File: src/rtl/ethpipe_pkg.sv
// Shared definitions for the ethpipe RX slot drain: slot word map,
// drain state encoding and the beat record carried through the buffer.
package ethpipe_pkg;

  localparam int SLOT_AW = 11;

  localparam logic [SLOT_AW-1:0] SLOT_TS_LO = 11'd1;
  localparam logic [SLOT_AW-1:0] SLOT_TS_HI = 11'd2;
  localparam logic [SLOT_AW-1:0] SLOT_HASH  = 11'd3;
  localparam logic [SLOT_AW-1:0] SLOT_LEN   = 11'd4;
  localparam logic [SLOT_AW-1:0] SLOT_DATA  = 11'd5;

  typedef enum logic [1:0] {
    ST_IDLE    = 2'd0,
    ST_CHECK   = 2'd1,
    ST_STREAM  = 2'd2,
    ST_RELEASE = 2'd3
  } drain_state_t;

  typedef struct packed {
    logic [31:0] data;
    logic        sop;
    logic        eop;
    logic [1:0]  last_bytes;
  } beat_t;

  // Address of the final slot word for a frame of len bytes (11-bit wrap).
  function automatic logic [SLOT_AW-1:0] last_word_addr(input logic [SLOT_AW-1:0] len);
    return SLOT_LEN + ((len + 11'd3) >> 2);
  endfunction

endpackage

File: src/rtl/ethpipe_rx_drain_if.sv
// Valid/ready stream carrying slot records toward the DMA/host stage.
interface ethpipe_rx_drain_if;
  logic [31:0] rx_tdata;
  logic        rx_tvalid;
  logic        rx_tready;
  logic        rx_tsop;
  logic        rx_teop;
  logic [1:0]  rx_tlast_bytes;

  modport master (
    output rx_tdata, rx_tvalid, rx_tsop, rx_teop, rx_tlast_bytes,
    input  rx_tready
  );

  modport slave (
    input  rx_tdata, rx_tvalid, rx_tsop, rx_teop, rx_tlast_bytes,
    output rx_tready
  );
endinterface

File: src/rtl/ethpipe_skid2.sv
// Two-entry valid/ready buffer. The producer throttles itself using the
// occupancy count, so a push always finds room; entry 0 drives the output
// directly and therefore holds stable while the consumer stalls.
module ethpipe_skid2
  import ethpipe_pkg::*;
(
  input  logic       clk,
  input  logic       rst,
  input  logic       in_valid,
  input  beat_t      in_beat,
  output logic [1:0] count,
  output logic       out_valid,
  output beat_t      out_beat,
  input  logic       out_ready
);

  beat_t      ent0;
  beat_t      ent1;
  logic [1:0] cnt;
  logic       push;
  logic       pop;

  assign push      = in_valid;
  assign pop       = (cnt != 2'd0) && out_ready;
  assign out_valid = (cnt != 2'd0);
  assign out_beat  = ent0;
  assign count     = cnt;

  // Storage shift and occupancy update for push/pop combinations.
  always_ff @(posedge clk or posedge rst) begin
    if (rst) begin
      ent0 <= '0;
      ent1 <= '0;
      cnt  <= 2'd0;
    end else begin
      case ({push, pop})
        2'b10: begin
          if (cnt == 2'd0) begin
            ent0 <= in_beat;
            cnt  <= 2'd1;
          end else if (cnt == 2'd1) begin
            ent1 <= in_beat;
            cnt  <= 2'd2;
          end
        end
        2'b01: begin
          ent0 <= ent1;
          cnt  <= cnt - 2'd1;
        end
        2'b11: begin
          if (cnt == 2'd1) begin
            ent0 <= in_beat;
          end else begin
            ent0 <= ent1;
            ent1 <= in_beat;
          end
        end
        default: ;
      endcase
    end
  end

endmodule

File: src/rtl/ethpipe_rx_drain.sv
// Drains one ethpipe RX slot: checks the stored length, streams the slot
// record as 32-bit beats with backpressure, then frees the slot.
module ethpipe_rx_drain
  import ethpipe_pkg::*;
#(
  parameter int MAX_FRAME_LEN = 1522,
  parameter int MIN_FRAME_LEN = 14
) (
  input  logic               pci_clk,
  input  logic               sys_rst,
  input  logic               slot_rx_complete,
  output logic               slot_rx_empty,
  output logic [SLOT_AW-1:0] slot_rx_rd_address,
  input  logic [31:0]        slot_rx_q,
  ethpipe_rx_drain_if.master rx,
  output logic [31:0]        rx_frame_count,
  output logic [31:0]        rx_drop_count,
  output logic [31:0]        rx_overrun_count
);

  drain_state_t       state;
  drain_state_t       state_next;
  logic               chk_phase_p1;
  logic [SLOT_AW-1:0] len;
  logic [SLOT_AW-1:0] len_in;
  logic [SLOT_AW-1:0] last_addr;
  logic               len_ok;
  logic               len_done;
  logic               issue_done;
  logic               issue;
  logic               issue_last;
  logic               rd_vld_p1;
  logic               rd_sop_p1;
  logic               rd_eop_p1;
  logic [1:0]         fifo_cnt;
  logic [2:0]         occ_after;
  logic               out_valid;
  logic               pop;
  logic               eop_pop;
  beat_t              push_beat;
  beat_t              out_beat;

  assign len_in    = slot_rx_q[SLOT_AW-1:0];
  assign len_ok    = (int'(len_in) >= MIN_FRAME_LEN) && (int'(len_in) <= MAX_FRAME_LEN);
  assign len_done  = (state == ST_CHECK) && chk_phase_p1;
  assign last_addr = last_word_addr(len);

  assign pop     = out_valid && rx.rx_tready;
  assign eop_pop = pop && out_beat.eop;

  // Words in flight plus buffered, after this cycle's pop; a new read may
  // only be issued if it will still find a free buffer entry on arrival.
  assign occ_after  = {1'b0, fifo_cnt} + {2'b00, rd_vld_p1} - {2'b00, pop};
  assign issue      = (state == ST_STREAM) && !issue_done && (occ_after <= 3'd1);
  assign issue_last = issue && (slot_rx_rd_address == last_addr);

  assign slot_rx_empty = (state == ST_IDLE);

  // Next-state selection for the drain sequence.
  always_comb begin
    state_next = state;
    case (state)
      ST_IDLE:    if (slot_rx_complete) state_next = ST_CHECK;
      ST_CHECK:   if (len_done) state_next = len_ok ? ST_STREAM : ST_RELEASE;
      ST_STREAM:  if (eop_pop) state_next = ST_RELEASE;
      ST_RELEASE: state_next = ST_IDLE;
      default:    state_next = ST_IDLE;
    endcase
  end

  // State register, length capture, read address and read tagging.
  always_ff @(posedge pci_clk or posedge sys_rst) begin
    if (sys_rst) begin
      state              <= ST_IDLE;
      chk_phase_p1       <= 1'b0;
      len                <= '0;
      slot_rx_rd_address <= '0;
      issue_done         <= 1'b0;
      rd_vld_p1          <= 1'b0;
      rd_sop_p1          <= 1'b0;
      rd_eop_p1          <= 1'b0;
    end else begin
      state        <= state_next;
      chk_phase_p1 <= (state == ST_CHECK) && !chk_phase_p1;
      rd_vld_p1    <= issue;
      rd_sop_p1    <= issue && (slot_rx_rd_address == SLOT_TS_LO);
      rd_eop_p1    <= issue_last;
      if (state == ST_IDLE && slot_rx_complete) begin
        slot_rx_rd_address <= SLOT_LEN;
      end
      if (len_done) begin
        len                <= len_in;
        issue_done         <= 1'b0;
        slot_rx_rd_address <= SLOT_TS_LO;
      end
      if (issue) begin
        if (issue_last) issue_done <= 1'b1;
        else            slot_rx_rd_address <= slot_rx_rd_address + 11'd1;
      end
    end
  end

  // Frame, drop and overrun statistics.
  always_ff @(posedge pci_clk or posedge sys_rst) begin
    if (sys_rst) begin
      rx_frame_count   <= '0;
      rx_drop_count    <= '0;
      rx_overrun_count <= '0;
    end else begin
      if (eop_pop)                                rx_frame_count   <= rx_frame_count + 32'd1;
      if (len_done && !len_ok)                    rx_drop_count    <= rx_drop_count + 32'd1;
      if (slot_rx_complete && state != ST_IDLE)   rx_overrun_count <= rx_overrun_count + 32'd1;
    end
  end

  assign push_beat.data       = slot_rx_q;
  assign push_beat.sop        = rd_sop_p1;
  assign push_beat.eop        = rd_eop_p1;
  assign push_beat.last_bytes = rd_eop_p1 ? len[1:0] : 2'd0;

  ethpipe_skid2 u_skid (
    .clk       (pci_clk),
    .rst       (sys_rst),
    .in_valid  (rd_vld_p1),
    .in_beat   (push_beat),
    .count     (fifo_cnt),
    .out_valid (out_valid),
    .out_beat  (out_beat),
    .out_ready (rx.rx_tready)
  );

  assign rx.rx_tvalid      = out_valid;
  assign rx.rx_tdata       = out_beat.data;
  assign rx.rx_tsop        = out_beat.sop;
  assign rx.rx_teop        = out_beat.eop;
  assign rx.rx_tlast_bytes = out_beat.last_bytes;

endmodule

File: src/flat_wrapper.sv
// flat-port wrapper written by rule: the top's interface ports become plain ports
module ethpipe_rx_drain_flat import ethpipe_pkg::*;
#(
  parameter int MAX_FRAME_LEN = 1522,
  parameter int MIN_FRAME_LEN = 14
)
  (pci_clk, sys_rst, slot_rx_complete, slot_rx_empty, slot_rx_rd_address, slot_rx_q, rx_frame_count, rx_drop_count, rx_overrun_count, rx_rx_tdata, rx_rx_tvalid, rx_rx_tsop, rx_rx_teop, rx_rx_tlast_bytes, rx_rx_tready);
  ethpipe_rx_drain_if rx_i ();
  input  logic pci_clk;
  input  logic sys_rst;
  input  logic slot_rx_complete;
  output logic slot_rx_empty;
  output logic [SLOT_AW-1:0] slot_rx_rd_address;
  input  logic [31:0] slot_rx_q;
  output logic [31:0] rx_frame_count;
  output logic [31:0] rx_drop_count;
  output logic [31:0] rx_overrun_count;
  output wire logic [$bits(rx_i.rx_tdata)-1:0] rx_rx_tdata;
  output wire logic [$bits(rx_i.rx_tvalid)-1:0] rx_rx_tvalid;
  output wire logic [$bits(rx_i.rx_tsop)-1:0] rx_rx_tsop;
  output wire logic [$bits(rx_i.rx_teop)-1:0] rx_rx_teop;
  output wire logic [$bits(rx_i.rx_tlast_bytes)-1:0] rx_rx_tlast_bytes;
  input wire logic [$bits(rx_i.rx_tready)-1:0] rx_rx_tready;
  assign rx_rx_tdata = rx_i.rx_tdata;
  assign rx_rx_tvalid = rx_i.rx_tvalid;
  assign rx_rx_tsop = rx_i.rx_tsop;
  assign rx_rx_teop = rx_i.rx_teop;
  assign rx_rx_tlast_bytes = rx_i.rx_tlast_bytes;
  assign rx_i.rx_tready = rx_rx_tready;
  ethpipe_rx_drain #(.MAX_FRAME_LEN(MAX_FRAME_LEN), .MIN_FRAME_LEN(MIN_FRAME_LEN)) u_core (.pci_clk(pci_clk), .sys_rst(sys_rst), .slot_rx_complete(slot_rx_complete), .slot_rx_empty(slot_rx_empty), .slot_rx_rd_address(slot_rx_rd_address), .slot_rx_q(slot_rx_q), .rx(rx_i), .rx_frame_count(rx_frame_count), .rx_drop_count(rx_drop_count), .rx_overrun_count(rx_overrun_count));
endmodule
File: config.mk
export PLATFORM = sky130hd
export DESIGN_NAME = ethpipe_rx_drain_flat
export DESIGN_NICKNAME = d
export VERILOG_FILES = /design/src/rtl/ethpipe_pkg.sv /design/src/rtl/ethpipe_rx_drain_if.sv /design/src/rtl/ethpipe_skid2.sv /design/src/rtl/ethpipe_rx_drain.sv /design/src/flat_wrapper.sv
export SDC_FILE = /design/constraint.sdc
export NUM_CORES = 1
export LEC_CHECK = 0
export BUFFER_PORTS_ARGS = -buffer_cell sky130_fd_sc_hd__buf_2
export CORE_AREA = 3 3 146 148
export CTS_CLUSTER_SIZE = 30
export DETAILED_ROUTE_END_ITERATION = 10
export DIE_AREA = 0 0 149 151
export PLACE_DENSITY = 0.66
export SETUP_SLACK_MARGIN = 0.5
export SLEW_MARGIN = 20
export SYNTH_ARGS = -nofsm -noshare
export SYNTH_HDL_FRONTEND = slang
export SYNTH_SLANG_ARGS = --single-unit
File: constraint.sdc
create_clock -name pci_clk -period 14.3 [get_ports pci_clk]
set_clock_uncertainty 0.15 [all_clocks]
set_input_delay 2.86 -clock pci_clk [delete_from_list [all_inputs] [get_ports pci_clk]]
set_output_delay 2.86 -clock pci_clk [all_outputs]
set_load 0.02 [all_outputs]
==> key figures <==
Setup path
  – Critical path type: in2reg
  – Worst Setup EP: u_core.slot_rx_rd_address[10]
  – Crit Path Max Fanout: 12
  – Flop2flop setup slack: 10.61 ns
  – Critical Path AT: 5.52 ns
  – Reg-to-reg endpoint: u_core.slot_rx_rd_address[3]
  – R2r startpoint: u_core.len[2]
  – Worst setup EP type: flop
  – Worst Setup SP: rx_rx_tready
  – CP Launch Type: primary input
  – Worst R2R Path Depth: 11
  – CP Data Required Time: 14.46 ns

Floorplanning
  – # IOs: 181
  – Initial core utilization: 47.6%
  – DIE AREA: 22,500 um2
  – Die H: 151 um
  – Die Width: 149 um
  – FP Rows: 52
  – Core box area: 20,200 um2

GRT
  – Vias in the first global route: 6,846
  – Largest net degree at the start of global routing: 135
  – Global Route Usage Sum: 19.4%
  – Global route overflow: 0
  – Initial antenna violation count: 0
  – First-pass GRT wire length: 35.5 mm

Cells and area
  – Share of post-route cells with drive strength above 1: 27.1%
  – Area of the multi-input gates: 4380 um2
  – FF/Latch Area: 4980 um2
  – Most frequent cells in the layout: dfrtp_1 (199), buf_2 (180), nor2_1 (94), nand2_1 (83), xnor2_1 (82)
  – NumNets Final: 1,115
  – Fillers: 1,802
  – Commonest non-fill, non-tap cell in the layout: dfrtp_1
  – Area Growth Syn to Fin: 18.9%
  – # diodes: 0

Clock network
  – Hold-fix buffers, CTS: 0
  – Post-CTS Resized: 0
  – Clk Tree Root Cell: clkbuf_16
  – # Post-CTS Setup Buffers: 0
  – Max clock buf depth: 2
  – Inserted Clock Buffers: 17
  – H-tree depth: 4
  – CTS tree: built
  – Clock sink count: 199
  – Worst skew pair latency: 0.43 ns
  – Worst-path clk slew: 0.07 ns

Yosys
  – Synth Area in Adders: 2.29%
  – Syn_nets: 953
  – Mapped Cells: 900
  – Number of synthesized flops with an enable pin: 0
  – Main combinational cell family by area after synthesis: simple AND/OR/NAND/NOR gates
  – Sequential area share after synthesis: 51.9%
  – Share of the synthesized area in the top cell type: 51.9%
  – Compound-Gate Fraction of Synth Area: 8.95%
  – Library cells used by synthesis: 55
  – Synth area leaders: dfrtp_1 (52%), xnor2_1 (7.5%), mux2_2 (7.0%)
  – Syn avg cell area: 10.7 um2
  – Simple-gate portion of the synthesized area: 16.8%
  – Post-Synth XOR/XNOR Area: 9.85%
  – Fraction of synthesized area in multiplexers: 7.46%
  – Yosys reg bits: 199
  – Cell area after synthesis: 9600 um2
  – Yosys top cell by area: dfrtp_1
  – Top FF cell, synth: dfrtp_1
  – Fraction of registers with async set/reset: 100%
  – Yosys Warn Count: 0

Placed design
  – Port buffer count: 180
  – DP Worst Slack: 8.51 ns
  – Dpl hpwl: 14.5 mm
  – Routability congestion estimate: 0.824

STA
  – Post-layout min period: 5.35 ns
  – Setup violations, final: 0
  – Crit share post-route: 37.4%
  – Slew Viols, Final: 0
  – Achievable frequency: 187 MHz
  – Slew @ Worst Pin: 1.03 ns
  – Setup WS post-layout: 8.95 ns
  – RSZ-0062 raised after global routing: false
  – Setup tns final: 0 ns
  – Slew headroom: 31.0%
  – Final Hold Fails: 0

Detailed routing
  – Final wirelength: 21.4 mm
  – Drt via density: 5.39
  – DRC viols: 0
  – DRT iter0 DRCs: 322
  – Routed length per instance: 15.9 um
  – Routed Antenna Nets: 0
  – DR vias: 7,246
  – DRT Pass-1 Iters: 5

Power
  – VDD IR max: 0.104 mV
  – PwrDens: 184 nW/um2
  – Power Total: 2.10 mW
  – P_leak: 5.49 nW

Job
  – Max_cap viols: 0

Run status
  – Status: finished, final reports clean

Worst hold path
  – Hold WC Path Type: reg2reg
  – Hold Path Depth: 1
-- power breakdown --
part           leakage [nW]  switching, mW  total (mW)  internal (mW)
registers              2.57          0.136       0.841          0.704
logic                  2.59          0.421       0.728          0.307
clock network         0.323          0.253       0.530          0.277
total                  5.49          0.810        2.10           1.29
-- cells in the mapped netlist (8+ instances only) --
library cell,count
nor2b_1,8
nand2_1,83
a21oi_1,10
a22oi_1,16
nand4_1,29
clkbuf_1,35
inv_1,25
o21ai_0,12
xnor2_1,82
dfrtp_1,199
mux2_2,60
a31oi_1,20
xor2_1,26
nand3_1,46
ha_1,16
and3_1,29
nor2_1,94
a221oi_1,20
nor3_1,10
-- registers in the layout, indices dropped and copies added (netlist names) --
name	cells
u_core.u_skid.ent1	36
u_core.u_skid.out_beat	36
u_core.rx_drop_count	32
u_core.rx_frame_count	32
u_core.rx_overrun_count	32
u_core.len	11
u_core.slot_rx_rd_address	11
u_core.state	2
u_core.u_skid.count	2
u_core.chk_phase_p1	1
u_core.issue_done	1
u_core.rd_eop_p1	1
u_core.rd_sop_p1	1
u_core.rd_vld_p1	1
-- per-layer routing --
layer	vias up	GRT usage, %	part of all wire (%)
met2	192	29.7	47
met5	-	0	0
li1	3493	-	-
met1	3549	28.5	47
met3	12	3.92	5.4
met4	0	4.67	0.82
-- how the worst min path moves through the flow --
stage                         startpoint                   endpoint
3_3_place_gp    u_core.rx_drop_count[31]   u_core.rx_drop_count[31]
3_5_place_dp    u_core.rx_drop_count[31]   u_core.rx_drop_count[31]
4_1_cts              u_core.chk_phase_p1        u_core.chk_phase_p1
6_report             u_core.chk_phase_p1        u_core.chk_phase_p1
2_1_floorplan        u_core.chk_phase_p1        u_core.chk_phase_p1
5_1_grt        u_core.rx_frame_count[31]  u_core.rx_frame_count[31]
-- cell type report --
class,instances,area share [%]
clock buffer,17,3.73
clock inverter,15,2.12
inverter,25,0.888
multi-input combinational,633,38.4
sequential,199,43.6
tap,270,2.96
timing repair buffer,186,8.29
-- stage by stage --
stage | hold slack, ns | instances | util [%] | cell area (um2)
final | 0.310 | 1345 | 56.6 | 11400
after global placement | 0.302 | 1313 | 53.3 | 10700
after floorplan | 0.279 | 900 | - | 9600
after detailed placement | 0.303 | 1313 | 53.3 | 10700
after CTS | 0.314 | 1345 | 56.6 | 11400
after global routing | 0.336 | 1345 | 56.6 | 11400
-- worst max-delay path, stage by stage --
cell and delay, ns:
buf_2 0.08, nor2b_1 0.37, ha_1 0.19, inv_1 0.04
ha_1 0.19, fa_1 0.44, xnor2_1 0.16, nor3_1 0.06
nand2_1 0.31, inv_1 0.29, and3_1 0.25, a211o_1 0.27
-- kinds of logic after synthesis --
family,after synthesis
compound gates,112
fa+ha+maj,17
simple gates,332
flops,199
mux,64
buf+inv,68
xor+xnor,108
Power figures use the tool's default switching activity.
